$ cat src/rtl/pipe_pkg.sv
// Shared definitions for the pipe_stage_skid inter-stage register: state encoding,
// the default bubble instruction (addi x0,x0,0) and the default perf-counter width.
package pipe_pkg;

  localparam logic [31:0] BUBBLE_INST_DEF = 32'h00000013;
  localparam int unsigned CNT_W_DEF       = 32;

  typedef enum logic [1:0] {
    ST_EMPTY = 2'd0,
    ST_BUSY  = 2'd1,
    ST_FULL  = 2'd2
  } state_e;

endpackage

$ cat src/rtl/pipe_sat_cnt.sv
// Saturating up-counter: counts cycles with inc high and sticks at all-ones.
// Cleared only by the asynchronous reset.
module pipe_sat_cnt #(
  parameter int unsigned W = 32
)(
  input  logic         clk,
  input  logic         rst,
  input  logic         inc,
  output logic [W-1:0] cnt
);

  logic [W-1:0] cnt_q;
  logic [W-1:0] cnt_d;

  // next count: increment unless already saturated
  always_comb begin
    cnt_d = cnt_q;
    if (inc && (cnt_q != {W{1'b1}})) begin
      cnt_d = cnt_q + {{(W-1){1'b0}}, 1'b1};
    end else begin
      cnt_d = cnt_q;
    end
  end

  // count register
  always_ff @(posedge clk or posedge rst) begin
    if (rst) begin
      cnt_q <= {W{1'b0}};
    end else begin
      cnt_q <= cnt_d;
    end
  end

  assign cnt = cnt_q;

endmodule

$ cat src/rtl/pipe_stage_skid.sv
// Inter-stage pipeline register with valid/ready handshake and a 2-entry skid buffer.
// Optional feature macro PIPE_STAGE_PERF_EN adds saturating stall/bubble counters.
module pipe_stage_skid
  import pipe_pkg::*;
#(
  parameter int unsigned PAYLOAD_W   = 64,
  parameter logic [31:0] BUBBLE_INST = BUBBLE_INST_DEF
`ifdef PIPE_STAGE_PERF_EN
  ,
  parameter int unsigned CNT_W       = CNT_W_DEF
`endif
)(
  input  logic                 clk,
  input  logic                 rst,
  input  logic                 ce,
  input  logic                 flush,
  input  logic                 in_valid,
  output logic                 in_ready,
  input  logic [31:0]          in_inst,
  input  logic [31:0]          in_pc,
  input  logic [PAYLOAD_W-1:0] in_payload,
  output logic                 out_valid,
  input  logic                 out_ready,
  output logic [31:0]          out_inst,
  output logic [31:0]          out_pc,
  output logic [PAYLOAD_W-1:0] out_payload
`ifdef PIPE_STAGE_PERF_EN
  ,
  output logic [CNT_W-1:0]     stall_cnt,
  output logic [CNT_W-1:0]     bubble_cnt
`endif
);

  state_e                 state_q, state_d;
  logic [31:0]            main_inst_q, main_inst_d;
  logic [31:0]            main_pc_q, main_pc_d;
  logic [PAYLOAD_W-1:0]   main_payload_q, main_payload_d;
  logic [31:0]            skid_inst_q, skid_inst_d;
  logic [31:0]            skid_pc_q, skid_pc_d;
  logic [PAYLOAD_W-1:0]   skid_payload_q, skid_payload_d;

  logic in_ready_s;
  logic out_valid_s;
  logic in_fire_s;
  logic out_fire_s;

  // handshake decode depends only on state and ce, never on in_* data
  always_comb begin
    in_ready_s  = ce && (state_q != ST_FULL);
    out_valid_s = (state_q == ST_BUSY) || (state_q == ST_FULL);
    in_fire_s   = in_valid && in_ready_s;
    out_fire_s  = out_valid_s && out_ready && ce;
  end

  // next-state and datapath selection; flush overrides everything
  always_comb begin
    state_d        = state_q;
    main_inst_d    = main_inst_q;
    main_pc_d      = main_pc_q;
    main_payload_d = main_payload_q;
    skid_inst_d    = skid_inst_q;
    skid_pc_d      = skid_pc_q;
    skid_payload_d = skid_payload_q;
    if (flush) begin
      state_d        = ST_EMPTY;
      main_inst_d    = BUBBLE_INST;
      main_pc_d      = 32'h0000_0000;
      main_payload_d = {PAYLOAD_W{1'b0}};
      skid_inst_d    = 32'h0000_0000;
      skid_pc_d      = 32'h0000_0000;
      skid_payload_d = {PAYLOAD_W{1'b0}};
    end else begin
      case (state_q)
        ST_EMPTY: begin
          if (in_fire_s) begin
            state_d        = ST_BUSY;
            main_inst_d    = in_inst;
            main_pc_d      = in_pc;
            main_payload_d = in_payload;
          end else begin
            state_d        = ST_EMPTY;
          end
        end
        ST_BUSY: begin
          if (in_fire_s && !out_fire_s) begin
            state_d        = ST_FULL;
            skid_inst_d    = in_inst;
            skid_pc_d      = in_pc;
            skid_payload_d = in_payload;
          end else if (!in_fire_s && out_fire_s) begin
            state_d        = ST_EMPTY;
            main_inst_d    = BUBBLE_INST;
            main_pc_d      = 32'h0000_0000;
            main_payload_d = {PAYLOAD_W{1'b0}};
          end else if (in_fire_s && out_fire_s) begin
            state_d        = ST_BUSY;
            main_inst_d    = in_inst;
            main_pc_d      = in_pc;
            main_payload_d = in_payload;
          end else begin
            state_d        = ST_BUSY;
          end
        end
        ST_FULL: begin
          if (out_fire_s) begin
            state_d        = ST_BUSY;
            main_inst_d    = skid_inst_q;
            main_pc_d      = skid_pc_q;
            main_payload_d = skid_payload_q;
          end else begin
            state_d        = ST_FULL;
          end
        end
        default: begin
          // unreachable encoding recovers to an empty stage
          state_d        = ST_EMPTY;
          main_inst_d    = BUBBLE_INST;
          main_pc_d      = 32'h0000_0000;
          main_payload_d = {PAYLOAD_W{1'b0}};
          skid_inst_d    = 32'h0000_0000;
          skid_pc_d      = 32'h0000_0000;
          skid_payload_d = {PAYLOAD_W{1'b0}};
        end
      endcase
    end
  end

  // state, head and skid registers
  always_ff @(posedge clk or posedge rst) begin
    if (rst) begin
      state_q        <= ST_EMPTY;
      main_inst_q    <= BUBBLE_INST;
      main_pc_q      <= 32'h0000_0000;
      main_payload_q <= {PAYLOAD_W{1'b0}};
      skid_inst_q    <= 32'h0000_0000;
      skid_pc_q      <= 32'h0000_0000;
      skid_payload_q <= {PAYLOAD_W{1'b0}};
    end else begin
      state_q        <= state_d;
      main_inst_q    <= main_inst_d;
      main_pc_q      <= main_pc_d;
      main_payload_q <= main_payload_d;
      skid_inst_q    <= skid_inst_d;
      skid_pc_q      <= skid_pc_d;
      skid_payload_q <= skid_payload_d;
    end
  end

  assign in_ready    = in_ready_s;
  assign out_valid   = out_valid_s;
  assign out_inst    = main_inst_q;
  assign out_pc      = main_pc_q;
  assign out_payload = main_payload_q;

`ifdef PIPE_STAGE_PERF_EN
  pipe_sat_cnt #(.W(CNT_W)) u_stall_cnt (
    .clk (clk),
    .rst (rst),
    .inc (ce && in_valid && !in_ready_s),
    .cnt (stall_cnt)
  );

  pipe_sat_cnt #(.W(CNT_W)) u_bubble_cnt (
    .clk (clk),
    .rst (rst),
    .inc (ce && !out_valid_s),
    .cnt (bubble_cnt)
  );
`endif

endmodule

$ cat config.mk
export PLATFORM = sky130hd
export DESIGN_NAME = pipe_stage_skid
export DESIGN_NICKNAME = d
export VERILOG_FILES = /design/src/rtl/pipe_pkg.sv /design/src/rtl/pipe_sat_cnt.sv /design/src/rtl/pipe_stage_skid.sv
export SDC_FILE = /design/constraint.sdc
export NUM_CORES = 1
export LEC_CHECK = 0
export CORE_ASPECT_RATIO = 1.2
export CORE_UTILIZATION = 50
export DETAILED_ROUTE_END_ITERATION = 10
export GPL_ROUTABILITY_DRIVEN = 0
export PLACE_DENSITY_LB_ADDON = 0.05
export SLEW_MARGIN = 20
export SYNTH_ARGS = -nofsm -noshare
export SYNTH_HDL_FRONTEND = slang
export SYNTH_HIERARCHICAL = 1
export SYNTH_SLANG_ARGS = --single-unit
$ cat constraint.sdc
create_clock -name clk -period 23.1 [get_ports clk]
set_input_delay 4.62 -clock clk [delete_from_list [all_inputs] [get_ports clk]]
set_output_delay 4.62 -clock clk [all_outputs]
set_load 0.005 [all_outputs]
==> results.md, run 1 <==
* Status: complete, no violations
* Critical-path cell list: clkdlybuf4s50_1 -> nor2b_1 -> clkdlybuf4s50_1
* Synth Net Count at 902
* Layout cell share with drive strength beyond 1 at about 5.9%
* Row count at 57
* Length of the first detailed-routing pass in iterations at 5
* Final ANT Viol Nets at 0
* Internal power at about 0.77 mW
* CTS max path bufs at 3
* Worst path slowest cell: clkdlybuf4s50_1
* Setup TNS at 0 ns
* Mapped Cells at around 760
* IO Port Bufs at approximately 260
* Sequential fraction of the synthesis area at 62.89%
* Critical path arrival at just under 6 ns
* Syn_area_per_cell at about 13 um^2
* Final period util at a little under half
* Setup violations, final at 0
* Starting DRT DRC Count at about 540
* P_sw at roughly 0.25 mW
* Post-cts repair resize count at 0
* IO Count at approximately 260
* Mux cell area share after synthesis at 0%
* CTS HTree Levels at 1
* Yosys warns at 6
* Vias in the first global route at 8264
* Post-synthesis adder-cell area fraction at 0.8526%
* Setup Skew at around 0.014 ns
* Worst Reg-to-Reg Cells at 9
* CP dominant cell by count: clkdlybuf4s50_1
* Setup WS post-layout at ~13 ns
* Die Wd at 132.8 um
* Hold_ws at 0.4899 ns
* Initial antenna violation count at 0
* RSZ-0062 raised after global routing: no
* Critical Path End: in_ready
* Startpoint class of the critical path: primary input
* CTS tree: done
* Post-synthesis cell area at 10270 um^2
* R2r setup slk at slightly below 20 ns
* Upper clock frequency limit at approximately 0.096 GHz
* Vias post-DR at roughly 8000
* R2r endpoint: out_payload[60]
* Worst setup path start: ce
* Kind of critical path: primary input to primary output
* Global route overflow at 0
* Sink Count at roughly 260
* DR WL/cell at between 20 and 25 um
* VDD IR max at approximately 66 uV
* Final WL at between 20000 and 30000 um
* Final Total Pwr at just over 1 mW
* Max Cap Viol at 0
* Placed wire-length estimate at ~17000 um
* Diodes inserted at 0
* Max_slew headroom at 38.74%
* Final Max Slew Viols at 0
* Crit Path Max Fanout at 3
* Sequential power share at a little under half
* Max incr delay on CP at around 0.52 ns
* Die Span Y at around 160 um
* Post-route minimum period at roughly 10 ns
* Fin. Hold Viols at 0
* Fillers at between 1000 and 1500
* Slew of the pin with the lowest slew margin at 0.9189 ns
* FF-to-FF Start: state_q[0]
* Combinational power share at 14.2%
* Synth Area in Compound Gates at 31.75%
* Root buffer cell: clkbuf_16
* Post-CTS Hold Fix Bufs at 0
* CTS Buf Count at 25
* Pin count of the biggest net entering global routing at ~120
* Leak at around 6.1 nW
* Skew-Pair Late Insertion Delay at approximately 0.5 ns
* Synth unique cells at 30
* First-pass GRT wire length at 45290 um
* PwrDens at 74.25 nW/um^2
* Die area at about 21000 um^2
* Worst slack, placed at around 13 ns
* Post-Synth XOR/XNOR Area at 0%
* Largest family of logic cells by synthesized area: compound AO/OA/AOI/OAI gates
* Vias per cell at about 6.3
* Worst-path clk slew at ~0.060 ns
* P&R area growth vs syn at 34.41%
* Core area at 20180 um^2
* Initial core utilization at 50.90%
* Final Util at between 60% and 70%
* Remaining routing DRC violations at 0
* Worst endpoint required time at 18.48 ns
* Hold WC Path Type: flip-flop to flip-flop
* CP endpoint kind: primary output
* Sw frac at 24.53%
* Simple-gate portion of the synthesized area at less than 1%
* Total track usage at 26.62%
* Clk pwr share at around 39%
* Post-CTS setup buffers at 0
* NumNets Final at 1120
* #FFs+latches synth at 258
## cells in the mapped netlist (all sizes together)
cell type	count	area share [%]
dfrtp	255	62
a22o	130	11
a22oi	125	9.1
o2bb2ai	125	11
clkbuf	58	2.1
buf	26	1.3
ha	7	0.85
inv	5	0.18
nand2	4	0.15
dfstp	3	0.77
nand2b	3	0.18
nor3	3	0.15
o32a	2	0.19
or2	2	0.12
a21boi	1	0.11
a21oi	1	0.049
a222oi	1	0.097
a31o	1	0.085
a31oi	1	0.21
and2	1	0.061
nand3	1	0.049
nand3b	1	0.073
nand4	1	0.061
nor2	1	0.037
nor2b	1	0.061
o21ai	1	0.049
o22a	1	0.085
## worst min path at each step
stage | startpoint | end | slack [ns] | depth (start not counted)
floorplan | skid_inst_q[4] | skid_inst_q[4] | 0.47 | 1
global placement | out_payload[48] | out_payload[48] | 0.47 | 1
detailed placement | out_payload[5] | out_payload[5] | 0.47 | 1
CTS | out_payload[19] | out_payload[19] | 0.49 | 1
global route | out_inst[5] | out_inst[5] | 0.50 | 1
finish | out_payload[35] | out_payload[35] | 0.49 | 1
## area by class of cell
type,count,area [um^2],share of cell area (%)
clock buffers,39,728.2,5.274
well taps,265,331.6,2.401
clock inverters,5,56.30,0.4078
inverters,5,26.28,0.1903
multi-input cells,414,3482,25.22
repair buffers,275,2723,19.72
flip-flops and latches,258,6460,46.79
## stage by stage
| step | instances | instance area [um^2] |
|---|---|---|
| final | 1261 | 13810 |
| after global routing | 1261 | 13810 |
| after CTS | 1261 | 13810 |
| after detailed placement | 1217 | 13020 |
| after global placement | 1217 | 13020 |
| after floorplan | 761 | 10270 |
## registers in the layout (all words and copies together), names as in the netlist
| name | count |
|---|---|
| out_payload | 64 |
| skid_payload_q | 64 |
| out_inst | 32 |
| out_pc | 32 |
| skid_inst_q | 32 |
| skid_pc_q | 32 |
| state_q | 2 |
## placed cells by master, fill, tap and decap left out, types with 2 or more instances in the layout
cell               n
o32a_1             2
clkbuf_16         25
dfstp_2            3
a22oi_1          125
inv_1              4
a22o_1           130
nand2b_1           2
clkbuf_8           5
dfrtp_1          255
nor3_1             2
buf_4             12
nand2_1            4
ha_1               6
clkbuf_1           9
clkdlybuf4s50_1  263
o2bb2ai_1        125
clkinv_2           2
## kinds of logic (layout without fill, tap and decap cells)
| logic type | Yosys count | in the layout |
|---|---|---|
| buffers and inverters | 89 | 324 |
| AND/OR/NAND/NOR | 18 | 18 |
| adder cells (fa/ha/maj) | 7 | 7 |
| flip-flops | 258 | 258 |
| AO/OA/AOI/OAI | 389 | 389 |
## metal layers
metal	part of all wire, %	vias to the layer above	GRT usage [%]	wire length [um]
li1	-	3473	-	-
met1	42	4137	37.32	12020
met2	48	339	43.15	13760
met3	7.3	32	4.457	2077
met4	1.9	0	7.053	530
met5	0	-	0	0
## critical path, delay by kind of cell
family	cells	cell delay [ns]
AND/OR/NAND/NOR	1	0.15
buffers and inverters	2	1.01
## power groups by stage
stage | clock network (mW) | logic [mW] | registers, mW
after global routing | 0.421 | 0.156 | 0.488
after detailed placement | 0 | 0.146 | 0.493
after floorplan | 0 | 0.0591 | 0.493
final | 0.394 | 0.145 | 0.486
after CTS | 0.403 | 0.146 | 0.486
after global placement | 0 | 0.142 | 0.492
(Power assumes the default switching activity.)
==> inputs of run 2 (changes only) <==
CORE_UTILIZATION = 49   (was 50)
clock period = 9.9 ns   (was 23.1 ns; I/O delays follow)
==> results.md, run 2 (synthesized netlist as in run 1, its figures left out) <==
* Length of the first detailed-routing pass in iterations at 5 (unchanged)
* Final Util at 68.19% (was 68.41%)
* Post-cts repair resize count at 0 (unchanged)
* RSZ-0062 raised after global routing: no (unchanged)
* Status: complete, no violations (unchanged)
* Post-CTS Hold Fix Bufs at 0 (unchanged)
* Vias in the first global route at 8322 (was 8264)
* PwrDens at 178.9 nW/um^2 (was 74.25 nW/um^2)
* Sink Count at 258 (unchanged)
* DR WL/cell at 22.35 um (was 22.51 um)
* Placed wire-length estimate at 16940 um (was 16880 um)
* Critical-path cell list: clkdlybuf4s50_1 -> nor2b_1 -> clkdlybuf4s50_1 (unchanged)
* Max Cap Viol at 0 (unchanged)
* Sequential power share at 45.6% (was 47.4%)
* Final period util at around half
* CP delay by family, top: buffers and inverters (unchanged)
* Initial antenna violation count at 1 (was 0)
* Min-delay src: out_inst[20] (was out_payload[35])
* Worst endpoint required time at 7.92 ns (was 18.48 ns)
* IO Count at 264 (unchanged)
* Post-CTS setup buffers at 0 (unchanged)
* CTS max path bufs at 3 (unchanged)
* Sw frac at 24.29% (was 24.53%)
* Setup violations, final at 0 (unchanged)
* Row count at 57 (unchanged)
* First-pass GRT wire length at 45300 um (was 45290 um)
* CP endpoint kind: primary output (unchanged)
* Combinational power share at 13.6% (was 14.2%)
* Area after DPL at 13020 um^2 (about the same)
* R2r endpoint: skid_inst_q[2] (was out_payload[60])
* IO Port Bufs at 263 (unchanged)
* Layout cell share with drive strength beyond 1 at 6.533% (was 5.924%)
* Slew of the pin with the lowest slew margin at 1.073 ns (was 0.9189 ns)
* Remaining routing DRC violations at 0 (unchanged)
* Startpoint class of the critical path: primary input (unchanged)
* Vias per cell at 6.280 (was 6.329)
* Hold depth at 1 (unchanged)
* R2r setup slk at 5.89 ns (was 19.45 ns)
* Fillers at 1513 (was 1389)
* Skew-Pair Late Insertion Delay at 0.52 ns (was 0.50 ns)
* Leak at 6.194 nW (was 6.140 nW)
* Root buffer cell: clkbuf_16 (unchanged)
* Worst-path clk slew at 0.05 ns (was 0.06 ns)
* Internal power at 1.884 mW (was 0.7737 mW)
* CTS tree: done (unchanged)
* P&R area growth vs syn at 35.40% (was 34.41%)
* Vias post-DR at 7919 (was 7981)
* Commonest non-fill, non-tap cells in the layout: clkdlybuf4s50_1, dfrtp_1, a22o_1 (unchanged)
* Finished Layout Cells at 1261 (unchanged)
* Kind of critical path: primary input to primary output (unchanged)
* Starting DRT DRC Count at 614 (was 542)
* Final WL at 28180 um (was 28380 um)
* Worst Reg-to-Reg Cells at 9 (unchanged)
* Die Wd at 134.2 um (was 132.8 um)
* Final Max Slew Viols at 0 (unchanged)
* Worst path slowest cell: clkdlybuf4s50_1 (unchanged)
* Final ANT Viol Nets at 0 (unchanged)
* Core area at 20400 um^2 (was 20180 um^2)
* Crit Path Max Fanout at 3 (unchanged)
* Max_slew headroom at 28.50% (was 38.74%)
* Global route overflow at 0 (unchanged)
* Pin count of the biggest net entering global routing at 95 (was 124)
* Fin. Hold Viols at 0 (unchanged)
* Die Span Y at 160.6 um (was 159.0 um)
* Placed Instances at 1216 (was 1217)
* P_sw at 0.6043 mW (was 0.2514 mW)
* Initial core utilization at 50.36% (was 50.90%)
* CTS Buf Count at 26 (was 25)
* Setup TNS at 0 ns (unchanged)
* FF-to-FF Start: state_q[0] (unchanged)
* Buf+Inv Stages, Crit Path at 2 (unchanged)
* Fin area at 13910 um^2 (was 13810 um^2)
* Die area at 21550 um^2 (was 21120 um^2)
* Setup Skew at 0.01741 ns (was 0.01366 ns)
* Total track usage at 26.21% (was 26.62%)
* VDD IR max at 130.8 uV (was 65.80 uV)
* CTS HTree Levels at 1 (unchanged)
* Clk pwr share at 40.9% (was 38.5%)
* NumNets Final at 1120 (unchanged)
* Worst hold endpoint: out_inst[20] (was out_payload[35])
* Hold WC Path Type: flip-flop to flip-flop (unchanged)
* Max incr delay on CP at 0.51 ns (was 0.52 ns)
* Commonest non-fill, non-tap cell in the layout: clkdlybuf4s50_1 (unchanged)
* Post-route minimum period at a little over 5 ns
* Final Total Pwr at 2.488 mW (was 1.025 mW)
* CP dominant cell by count: clkdlybuf4s50_1 (unchanged)
* Upper clock frequency limit at around 0.19 GHz
* Critical path arrival at 3.15 ns (was 5.78 ns)
[run 2: cell types whose count changed in the layout (fill, tap and decap cells not counted)]
cell       change
buf_4          -3
buf_6          +2
diode_2        +1
clkbuf_16      +2
clkbuf_1       -7
bufinv_16      +2
clkinv_2       +3
[run 2: metrics by stage]
step                      hold slack [ns]  setup WS [ns]
final                              0.4856          4.771
after global routing               0.5094          4.753
after floorplan                    0.4730         0.8265
after CTS                          0.4911          4.781
after detailed placement           0.4729          4.660
after global placement             0.4699          4.746
[run 2: power by group through the flow]
stage	Sequential (mW)	Combinational [mW]	Clock [mW]
3_3_place_gp	1.15	0.331	0
4_1_cts	1.13	0.340	1.03
6_report	1.13	0.337	1.02
3_5_place_dp	1.15	0.339	0
2_1_floorplan	1.15	0.138	0
5_1_grt	1.14	0.364	1.08
[run 2: layer usage]
layer | global-route usage [%] | vias up | routed length [um]
li1 | - | 3475 | -
met1 | 35.95 | 4073 | 11670
met2 | 43.01 | 329 | 13910
met3 | 5.082 | 42 | 2000
met4 | 6.588 | 0 | 603
met5 | 0 | - | 0
[run 2: worst max-delay path by stage]
stage	endpoint	startpoint	cells past startpoint	slack (ns)
floorplan	out_inst[10]	rst	1	0.83
global placement	skid_payload_q[39]	ce	7	4.75
detailed placement	skid_payload_q[35]	ce	7	4.66
CTS	in_ready	ce	3	4.78
global route	in_ready	ce	3	4.75
finish	in_ready	ce	3	4.77
[run 2: layout make-up]
cell class | instances | area [um^2] | share of cell area, %
clock buffer | 34 | 752.0 | 5.407
antenna | 1 | 2.502 | 0.01799
inverter | 5 | 26.28 | 0.1889
tap | 265 | 331.6 | 2.384
multi-input combinational | 414 | 3482 | 25.04
clock inverter | 10 | 131.4 | 0.9446
timing repair buffer | 274 | 2723 | 19.58
sequential | 258 | 6460 | 46.45
[run 2: worst reg2reg max path, cell delays in order (launching register included)]
cell      delay (ns)
dfrtp_1         0.44
inv_1           0.18
ha_4            0.48
nand3b_1        0.26
inv_1           0.10
ha_1            0.19
nand2b_1        0.18
a21oi_4         0.80
buf_4           0.92
a22o_1          0.40
==> inputs of run 3 (changes only) <==
CORE_UTILIZATION = 44   (was 49)
clock period = 4.4 ns   (was 9.9 ns; I/O delays follow)
==> results.md, run 3 (synthesized netlist as in run 1, its figures left out) <==
* Critical path arrival at 3.50 ns (was 3.15 ns)
* Hold WC Path Type: flip-flop to flip-flop (unchanged)
* Worst setup path start: state_q[0] (was ce)
* CTS Buf Count at 27 (was 26)
* IO Port Bufs at 263 (unchanged)
* Worst-path clk slew at 0.06 ns (was 0.05 ns)
* Skew-Pair Late Insertion Delay at 0.53 ns (was 0.52 ns)
* Slew of the pin with the lowest slew margin at 0.9698 ns (was 1.073 ns)
* Vias post-DR at 7983 (was 7919)
* R2r setup slk at 1.34 ns (was 5.89 ns)
* Status: complete, no violations (unchanged)
* Crit Path Max Fanout at 59 (was 3)
* Placed wire-length estimate at 17050 um (was 16940 um)
* First-pass GRT wire length at 47060 um (was 45300 um)
* Startpoint class of the critical path: flip-flop (was primary input)
* R2r endpoint: out_payload[12] (was skid_inst_q[2])
* Min-delay src: out_payload[40] (was out_inst[20])
* Fin. Hold Viols at 0 (unchanged)
* Post-CTS Hold Fix Bufs at 0 (unchanged)
* Buf+Inv Stages, Crit Path at 3 (was 2)
* Initial antenna violation count at 1 (unchanged)
* Setup TNS at 0 ns (unchanged)
* Final Total Pwr at 5.683 mW (was 2.488 mW)
* Max Cap Viol at 0 (unchanged)
* Worst path slowest cell: nand2b_4 (was clkdlybuf4s50_1)
* Die Span Y at 169.4 um (was 160.6 um)
* Footprint of the multi-input gates at 3482 um^2 (unchanged)
* Die area at 23960 um^2 (was 21550 um^2)
* Worst Reg-to-Reg Cells at 10 (was 9)
* Vias in the first global route at 8556 (was 8322)
* Fin area at 14070 um^2 (was 13910 um^2)
* Max incr delay on CP at 0.57 ns (was 0.51 ns)
* Final period util at 69.47%
* Global route overflow at 0 (unchanged)
* PwrDens at 404.0 nW/um^2 (was 178.9 nW/um^2)
* CTS max path bufs at 3 (unchanged)
* Final Max Slew Viols at 0 (unchanged)
* Commonest non-fill, non-tap cell in the layout: clkdlybuf4s50_1 (unchanged)
* P&R area growth vs syn at 36.93% (was 35.40%)
* Post-cts repair resize count at 0 (unchanged)
* Total track usage at 24.60% (was 26.21%)
* CTS tree: done (unchanged)
* Setup violations, final at 0 (unchanged)
* NumNets Final at 1123 (was 1120)
* Area after DPL at 13150 um^2 (was 13020 um^2)
* Critical-path cell list: inv_1 -> ha_1 -> nand3_1 -> inv_1 -> ha_1 -> nand2b_1 -> nand2b_4 -> buf_4 -> a22oi_1 -> o2bb2ai_1 (was clkdlybuf4s50_1 -> nor2b_1 -> clkdlybuf4s50_1)
* VDD IR max at 255.6 uV (was 130.8 uV)
* Setup WS post-layout at 1.343 ns (was 4.771 ns)
* Row count at 60 (was 57)
* Core area at 22670 um^2 (was 20400 um^2)
* Upper clock frequency limit at between 0.3 and 0.4 GHz
* Worst hold endpoint: out_payload[40] (was out_inst[20])
* Sink Count at 258 (unchanged)
* IO Count at 264 (unchanged)
* Initial core utilization at 45.31% (was 50.36%)
* FF-to-FF Start: state_q[0] (unchanged)
* Max_slew headroom at 35.34% (was 28.50%)
* Starting DRT DRC Count at 593 (was 614)
* Worst endpoint required time at 4.84 ns (was 7.92 ns)
* Final ANT Viol Nets at 0 (unchanged)
* CP endpoint kind: flip-flop (was primary output)
* Die Wd at 141.5 um (was 134.2 um)
* Placed Instances at 1263 (was 1216)
* Vias per cell at 6.094 (was 6.280)
* Layout cell share with drive strength beyond 1 at 6.907% (was 6.533%)
* Post-CTS setup buffers at 0 (unchanged)
* Setup Skew at 0.02037 ns (was 0.01741 ns)
* WP depth at 10 (was 3)
* Reg area at 6460 um^2 (unchanged)
* Final WL at 29410 um (was 28180 um)
* CP delay by family, top: simple AND/OR/NAND/NOR gates (was buffers and inverters)
* RSZ-0062 raised after global routing: no (unchanged)
* Finished Layout Cells at 1310 (was 1261)
* CTS HTree Levels at 1 (unchanged)
* Root buffer cell: clkbuf_16 (unchanged)
* Hold depth at 1 (unchanged)
* Length of the first detailed-routing pass in iterations at 5 (unchanged)
* Kind of critical path: flip-flop to flip-flop (was primary input to primary output)
* DR WL/cell at 22.45 um (was 22.35 um)
* Pin count of the biggest net entering global routing at 129 (was 95)
* Worst slack, placed at 0.9835 ns (was 4.660 ns)
* Remaining routing DRC violations at 0 (unchanged)
* Leak at 6.239 nW (was 6.194 nW)
* Post-route minimum period at 3.057 ns
* Commonest non-fill, non-tap cells in the layout: clkdlybuf4s50_1, dfrtp_1, a22o_1 (unchanged)
* Fillers at 1754 (was 1513)
-- run 3: changes by cell type in the layout (fill, tap and decap cells not counted), sizes merged --
cell / delta
buf: +2
clkinv: +2
inv: -2
bufinv: +1
clkinvlp: +1
-- run 3: how the worst max path moves through the flow --
| stage | to | slack, ns |
|---|---|---|
| 2_1_floorplan | out_inst[10] | 0.12 |
| 3_3_place_gp | out_inst[13] | 1.08 |
| 3_5_place_dp | out_pc[9] | 0.98 |
| 4_1_cts | out_pc[10] | 1.35 |
| 5_1_grt | out_pc[7] | 1.12 |
| 6_report | out_payload[12] | 1.34 |
-- run 3: layer usage --
metal	share of wire, %	up-vias	global-route usage, %
li1	-	3486	-
met1	43	4167	33.38
met2	48	290	40.03
met3	7.1	40	5.389
met4	2.1	0	6.639
met5	0	-	0
-- run 3: report_power, final --
part           switching [mW]  internal [mW]
combinational           0.380          0.396
sequential             0.0707           2.48
clock                   0.921           1.43
total                    1.37           4.31
-- run 3: final cells by class --
| type | instances | area share, % |
|---|---|---|
| tap | 310 | 2.758 |
| antenna | 1 | 0.01779 |
| inverter | 5 | 0.1601 |
| multi-input combinational | 414 | 24.76 |
| clock buffer | 34 | 5.346 |
| timing repair buffer | 276 | 19.88 |
| clock inverter | 12 | 1.156 |
| sequential | 258 | 45.93 |
-- run 3: stage by stage --
step | util [%] | hold slack (ns)
3_5_place_dp | 58.00 | 0.4731
5_1_grt | 62.03 | 0.5003
3_3_place_gp | 57.98 | 0.4706
6_report | 62.04 | 0.4833
2_1_floorplan | - | 0.4730
4_1_cts | 62.03 | 0.4900
